==> src/rtl/output_img.sv <==
// Raster stream sink: checks pixels/line and lines/frame against H_ACT/V_ACT, sums pixels, publishes per-frame results.
// Results land 2 edges after inV drops; frame_done pulses one cycle.
// No backpressure: one pixel accepted per clock unconditionally.
module output_img #(
    parameter int H_ACT = 2448,
    parameter int V_ACT = 2048,
    parameter int DW    = 12
`ifdef OUTPUT_IMG_DUMP_EN
    , parameter string OUTFILE_NAME = "out_image.mem"
`endif
) (
    input  logic          clk,
    input  logic          rst,
    input  logic          inV,
    input  logic          inH,
    input  logic [DW-1:0] inDATA,
    output logic          frame_done,
    output logic [15:0]   frame_cnt,
    output logic [15:0]   line_cnt,
    output logic [15:0]   last_width,
    output logic          h_err,
    output logic          v_err,
    output logic [31:0]   checksum
);

    localparam logic [15:0] H16 = 16'(H_ACT);
    localparam logic [15:0] V16 = 16'(V_ACT);

    typedef enum logic [1:0] {IDLE, ACTIVE, DONE} state_t;

    state_t        state, stateNext;
    logic          vQ, hQ, vQQ, hQQ;
    logic [DW-1:0] dQ;
    logic          armed;
    logic [15:0]   pixCnt, lineWk, widthWk;
    logic          hErrWk;
    logic [31:0]   sumWk;
    logic          vRise, vFall, hFall, pixVld, start, finish;
    logic          lineClose, lineCount, pixTake;
    logic [15:0]   lineNext, widthNext;
    logic          hErrNext;

    // armed blocks a frame whose inV was already high when reset released
    assign vRise  = vQ & ~vQQ & armed;
    assign vFall  = ~vQ & vQQ;
    assign hFall  = ~hQ & hQQ;
    assign pixVld = vQ & hQ;

    always_ff @(posedge clk) begin
        if (rst) begin
            vQ    <= 1'b0;
            hQ    <= 1'b0;
            vQQ   <= 1'b0;
            hQQ   <= 1'b0;
            dQ    <= '0;
            armed <= 1'b0;
        end else begin
            vQ    <= inV;
            hQ    <= inH;
            vQQ   <= vQ;
            hQQ   <= hQ;
            dQ    <= inDATA;
            armed <= armed | ~inV;
        end
    end

    always_comb begin
        stateNext = state;
        start     = 1'b0;
        finish    = 1'b0;
        case (state)
            IDLE: begin
                if (vRise) begin
                    stateNext = ACTIVE;
                    start     = 1'b1;
                end
            end
            ACTIVE: begin
                if (vFall) begin
                    stateNext = DONE;
                    finish    = 1'b1;
                end
            end
            DONE: begin
                if (vRise) begin
                    stateNext = ACTIVE;
                    start     = 1'b1;
                end else begin
                    stateNext = IDLE;
                end
            end
            default: stateNext = IDLE;
        endcase
    end

    always_ff @(posedge clk) begin
        if (rst) state <= IDLE;
        else     state <= stateNext;
    end

    // Line-close contribution is folded in combinationally so the closing line is visible when results load
    always_comb begin
        lineClose = (state == ACTIVE) & (hFall | (vFall & hQ));
        lineCount = lineClose & (pixCnt != 16'd0);
        lineNext  = lineWk;
        widthNext = widthWk;
        hErrNext  = hErrWk;
        if (lineCount) begin
            lineNext  = (lineWk == 16'hFFFF) ? lineWk : lineWk + 16'd1;
            widthNext = pixCnt;
            hErrNext  = hErrWk | (pixCnt != H16);
        end
    end

    assign pixTake = pixVld & (start | (state == ACTIVE));

    always_ff @(posedge clk) begin
        if (rst) begin
            pixCnt  <= '0;
            lineWk  <= '0;
            widthWk <= '0;
            hErrWk  <= 1'b0;
            sumWk   <= '0;
        end else if (start) begin
            pixCnt  <= pixVld ? 16'd1 : 16'd0;
            sumWk   <= pixVld ? 32'(dQ) : 32'd0;
            lineWk  <= '0;
            widthWk <= '0;
            hErrWk  <= 1'b0;
        end else if (state == ACTIVE) begin
            if (lineClose)
                pixCnt <= '0;
            else if (pixVld && pixCnt != 16'hFFFF)
                pixCnt <= pixCnt + 16'd1;
            if (pixVld)
                sumWk <= sumWk + 32'(dQ);
            lineWk  <= lineNext;
            widthWk <= widthNext;
            hErrWk  <= hErrNext;
        end
    end

    always_ff @(posedge clk) begin
        if (rst) begin
            frame_cnt  <= '0;
            line_cnt   <= '0;
            last_width <= '0;
            h_err      <= 1'b0;
            v_err      <= 1'b0;
            checksum   <= '0;
        end else if (finish) begin
            frame_cnt  <= frame_cnt + 16'd1;
            line_cnt   <= lineNext;
            last_width <= widthNext;
            h_err      <= hErrNext;
            v_err      <= (lineNext != V16);
            checksum   <= sumWk;
        end
    end

    assign frame_done = (state == DONE);

endmodule

==> config.mk <==
export PLATFORM = sky130hd
export DESIGN_NAME = output_img
export DESIGN_NICKNAME = d
export VERILOG_FILES = /design/src/rtl/output_img.sv
export SDC_FILE = /design/constraint.sdc
export NUM_CORES = 1
export LEC_CHECK = 0
export CORE_ASPECT_RATIO = 2
export CORE_MARGIN = 2
export CORE_UTILIZATION = 55
export DETAILED_ROUTE_END_ITERATION = 6
export DONT_BUFFER_PORTS = 1
export GPL_ROUTABILITY_DRIVEN = 0
export GPL_TIMING_DRIVEN = 0
export HOLD_SLACK_MARGIN = 0.06
export PLACE_DENSITY = 0.7
export REMOVE_ABC_BUFFERS = 1
export SLEW_MARGIN = 20
export SYNTH_ARGS = -nofsm -noshare
export SYNTH_HDL_FRONTEND = slang
export SYNTH_SLANG_ARGS = --single-unit
==> constraint.sdc <==
create_clock -name clk -period 3.14 [get_ports clk]
set_input_delay 0.628 -clock clk [delete_from_list [all_inputs] [get_ports clk]]
set_output_delay 0.628 -clock clk [all_outputs]
set_load 0.005 [all_outputs]
==> results.sh <==
export IMPL_fin_area_um2=8590
export IMPL_port_buffers=0
export IMPL_status="finished, final reports clean"
export IMPL_pin_count=99
export IMPL_cts_tree="done"
export IMPL_rsz0062_at_grt="false"
export IMPL_ys_seq_elements=182
export IMPL_dr_pass1_iters=5
export IMPL_gr_usage_all_layers_pct=22.2
export IMPL_vias=6123
export IMPL_cts_buffers=17
export IMPL_clock_sinks=182
export IMPL_yosysTopAreaCell="dfxtp_1"
export IMPL_final_common_cell="dfxtp_1"
export IMPL_ir_drop_mv=0.362
export IMPL_totalWireLength_um=16400
export IMPL_via_per_inst=5.65
export IMPL_worst_slew_pin_slew_ns=1.01
export IMPL_dieArea_um2=15400
export IMPL_power_density_nw_per_um2=526
export IMPL_hp_class="in -> reg"
export IMPL_grt_max_degree=119
export IMPL_grt_pass1_vias=5772
export IMPL_netlist_area_um2=7900
export IMPL_finalCriticalPeriod_ns=2.91
export IMPL_core_area_um2=14200
export IMPL_worst_hold_startpoint="rst"
export IMPL_layout_nets=912
export IMPL_slew_headroom_pct=32.8
export IMPL_ys_warnings_count=0
export IMPL_antenna_left=0
export IMPL_pre_cts_slack_ns=-0.0854
export IMPL_finalCritPeriodShare_pct=92.7
export IMPL_clock_latency_ns=0.43
export IMPL_synthFlopType="dfxtp_1"
export IMPL_rows=62
export IMPL_dpl_cell_area_um2=8020
export IMPL_async_flop_share_pct=0
export IMPL_initial_core_util_pct=55.6
export IMPL_area_growth_synth_to_final_pct=8.81
export IMPL_die_w_um=88.7
export IMPL_fmaxAchievable_ghz=0.343
export IMPL_synth_cell_types=72
export IMPL_cts_root_buf="clkbuf_16"
export IMPL_antenna_found_initial=0
export IMPL_drive_gt1_share_pct=7.52
export IMPL_cts_buffer_depth=2
export IMPL_drt_iter0_drc=284
export IMPL_cp_required_ns=3.44
export IMPL_synth_area_top_cells="dfxtp_1 46%, nor2_1 6.2%, nand2_1 5.5%"
export IMPL_finalSetupTns_ns=0
export IMPL_wl_per_cell_um=15.1
export IMPL_crit_fanout=20
export IMPL_drc_errors=0
export IMPL_crit_type="reg -> reg"
export IMPL_cap_violations=0
export IMPL_p_total_mw=4.52
export IMPL_hold_violations=0
export IMPL_leakage_nw=2.87
export IMPL_gr_total_overflow=0
export IMPL_final_cell_mix="182 x dfxtp_1, 131 x nor2_1, 115 x nand2_1"
export IMPL_cp_end_kind="flip-flop"
export IMPL_synthCells=904
export IMPL_setup_viol=0
export IMPL_dpl_hpwl_um=10900
export IMPL_grt_pass1_wl_um=27700
export IMPL_ctsHtreeMaxLevel=4
export IMPL_yosysSeqAreaShare_pct=46.1
export IMPL_startpoint="pixCnt[0]"
export IMPL_num_antenna_cells=0
export IMPL_finClkSkew_ns=0.00977
export IMPL_post_cts_buffers=0
export IMPL_die_y_um=173
export IMPL_clk_pin_slew_ns=0.07
export IMPL_avgSynthCellArea_um2=8.74
export IMPL_report_final_slew_viol_count=0
export IMPL_worst_slack_ns=0.228
export IMPL_cp_data_arrival_time_ns=3.21
export IMPL_synth_top_area_share_pct=46.1
export IMPL_synth_edf_count=0
export IMPL_start_kind="flip-flop"
export IMPL_r2r_start="pixCnt[0]"
## stage by stage
stage / cells / util [%] / hold WS [ns]
floorplan: 856 / - / 0.433
global placement: 1048 / 55.8 / 0.448
detailed placement: 1052 / 56.5 / 0.454
CTS: 1083 / 60.5 / 0.256
global route: 1083 / 60.5 / 0.249
finish: 1083 / 60.5 / 0.269
## cell type report
cell class | count | area, um^2
clock buffer | 17 | 425
sequential | 182 | 3640
tap | 192 | 240
clock inverter | 14 | 141
multi-input combinational | 663 | 4010
fill | 1268 | 5600
timing repair buffer | 4 | 87.6
inverter | 11 | 41.3
## final timing paths
path	end	slack, ns	depth (start not counted)
setup / recovery	v_err	0.23	9
hold / removal	checksum[22]	0.27	1
setup reg to reg	v_err	0.23	9
hold reg to reg	sumWk[10]	0.47	2
## kinds of logic after synthesis
kind of cell | count (synthesis) | share of synthesized area, %
AO/OA/AOI/OAI | 163 | 13.4
multiplexers | 22 | 2.87
XOR/XNOR | 56 | 6.21
adder cells (fa/ha/maj) | 17 | 2.79
AND/OR/NAND/NOR | 405 | 25.3
buffers and inverters | 59 | 3.22
flip-flops | 182 | 46.1
## power breakdown
group / internal [mW] / total, mW / switching, mW
sequential: 2.33 / 2.35 / 0.0199
clock: 1.11 / 2.05 / 0.943
combinational: 0.0468 / 0.118 / 0.0714
total: 3.49 / 4.52 / 1.03
## synth_stat cells, types with 4 or more instances
cell type and n:
dfxtp_1 182, nor2_1 131, nand2_1 115, a21oi_1 66, xnor2_1 36, clkbuf_1 35, a211oi_1 31, nor2b_1 23
nor3_1 22, mux2i_1 20, xor2_1 20, nand3_1 19, o21ai_0 18, ha_1 16, nand4_1 14, nor4_1 12
inv_1 11, or3_1 11, and3_1 9, or2_2 8, nand2b_1 7, a31oi_1 6, buf_2 5, a21o_1 4
a311oi_1 4, and4_1 4, o211ai_1 4, o31ai_1 4
## flip-flops by register name, summed over array words and instances, names as in the netlist, 2 cells and up
| name | cells |
|---|---|
| checksum | 32 |
| dQ | 12 |
| frame_cnt | 16 |
| last_width | 16 |
| lineWk | 16 |
| line_cnt | 16 |
| pixCnt | 16 |
| state | 2 |
| sumWk | 32 |
| widthWk | 16 |
## what timing repair did
action	CTS	global route
pin swaps	0	1
gates resized for setup	2	0
hold buffers	0	0
endpoints found under the setup margin	2	1
hold endpoints to repair	0	0
## critical path, cell delays in order (launching register included)
cell,delay (ns)
dfxtp_1,0.36
inv_1,0.07
ha_1,0.14
nor4b_2,0.25
nand4_1,0.35
and2_2,0.54
nand4_1,0.18
mux2_2,0.38
nor4b_1,0.38
a211oi_1,0.12
## layer usage
layer / global-route usage [%] / vias to the layer above / part of all wire, %
met1: 28.8 / 2848 / 43
met3: 6.00 / 18 / 6.4
li1: - / 3093 / -
met5: 0 / - / 0
met2: 35.2 / 164 / 49
met4: 7.70 / 0 / 1.4
No activity file was read; power rests on OpenSTA's default activity.
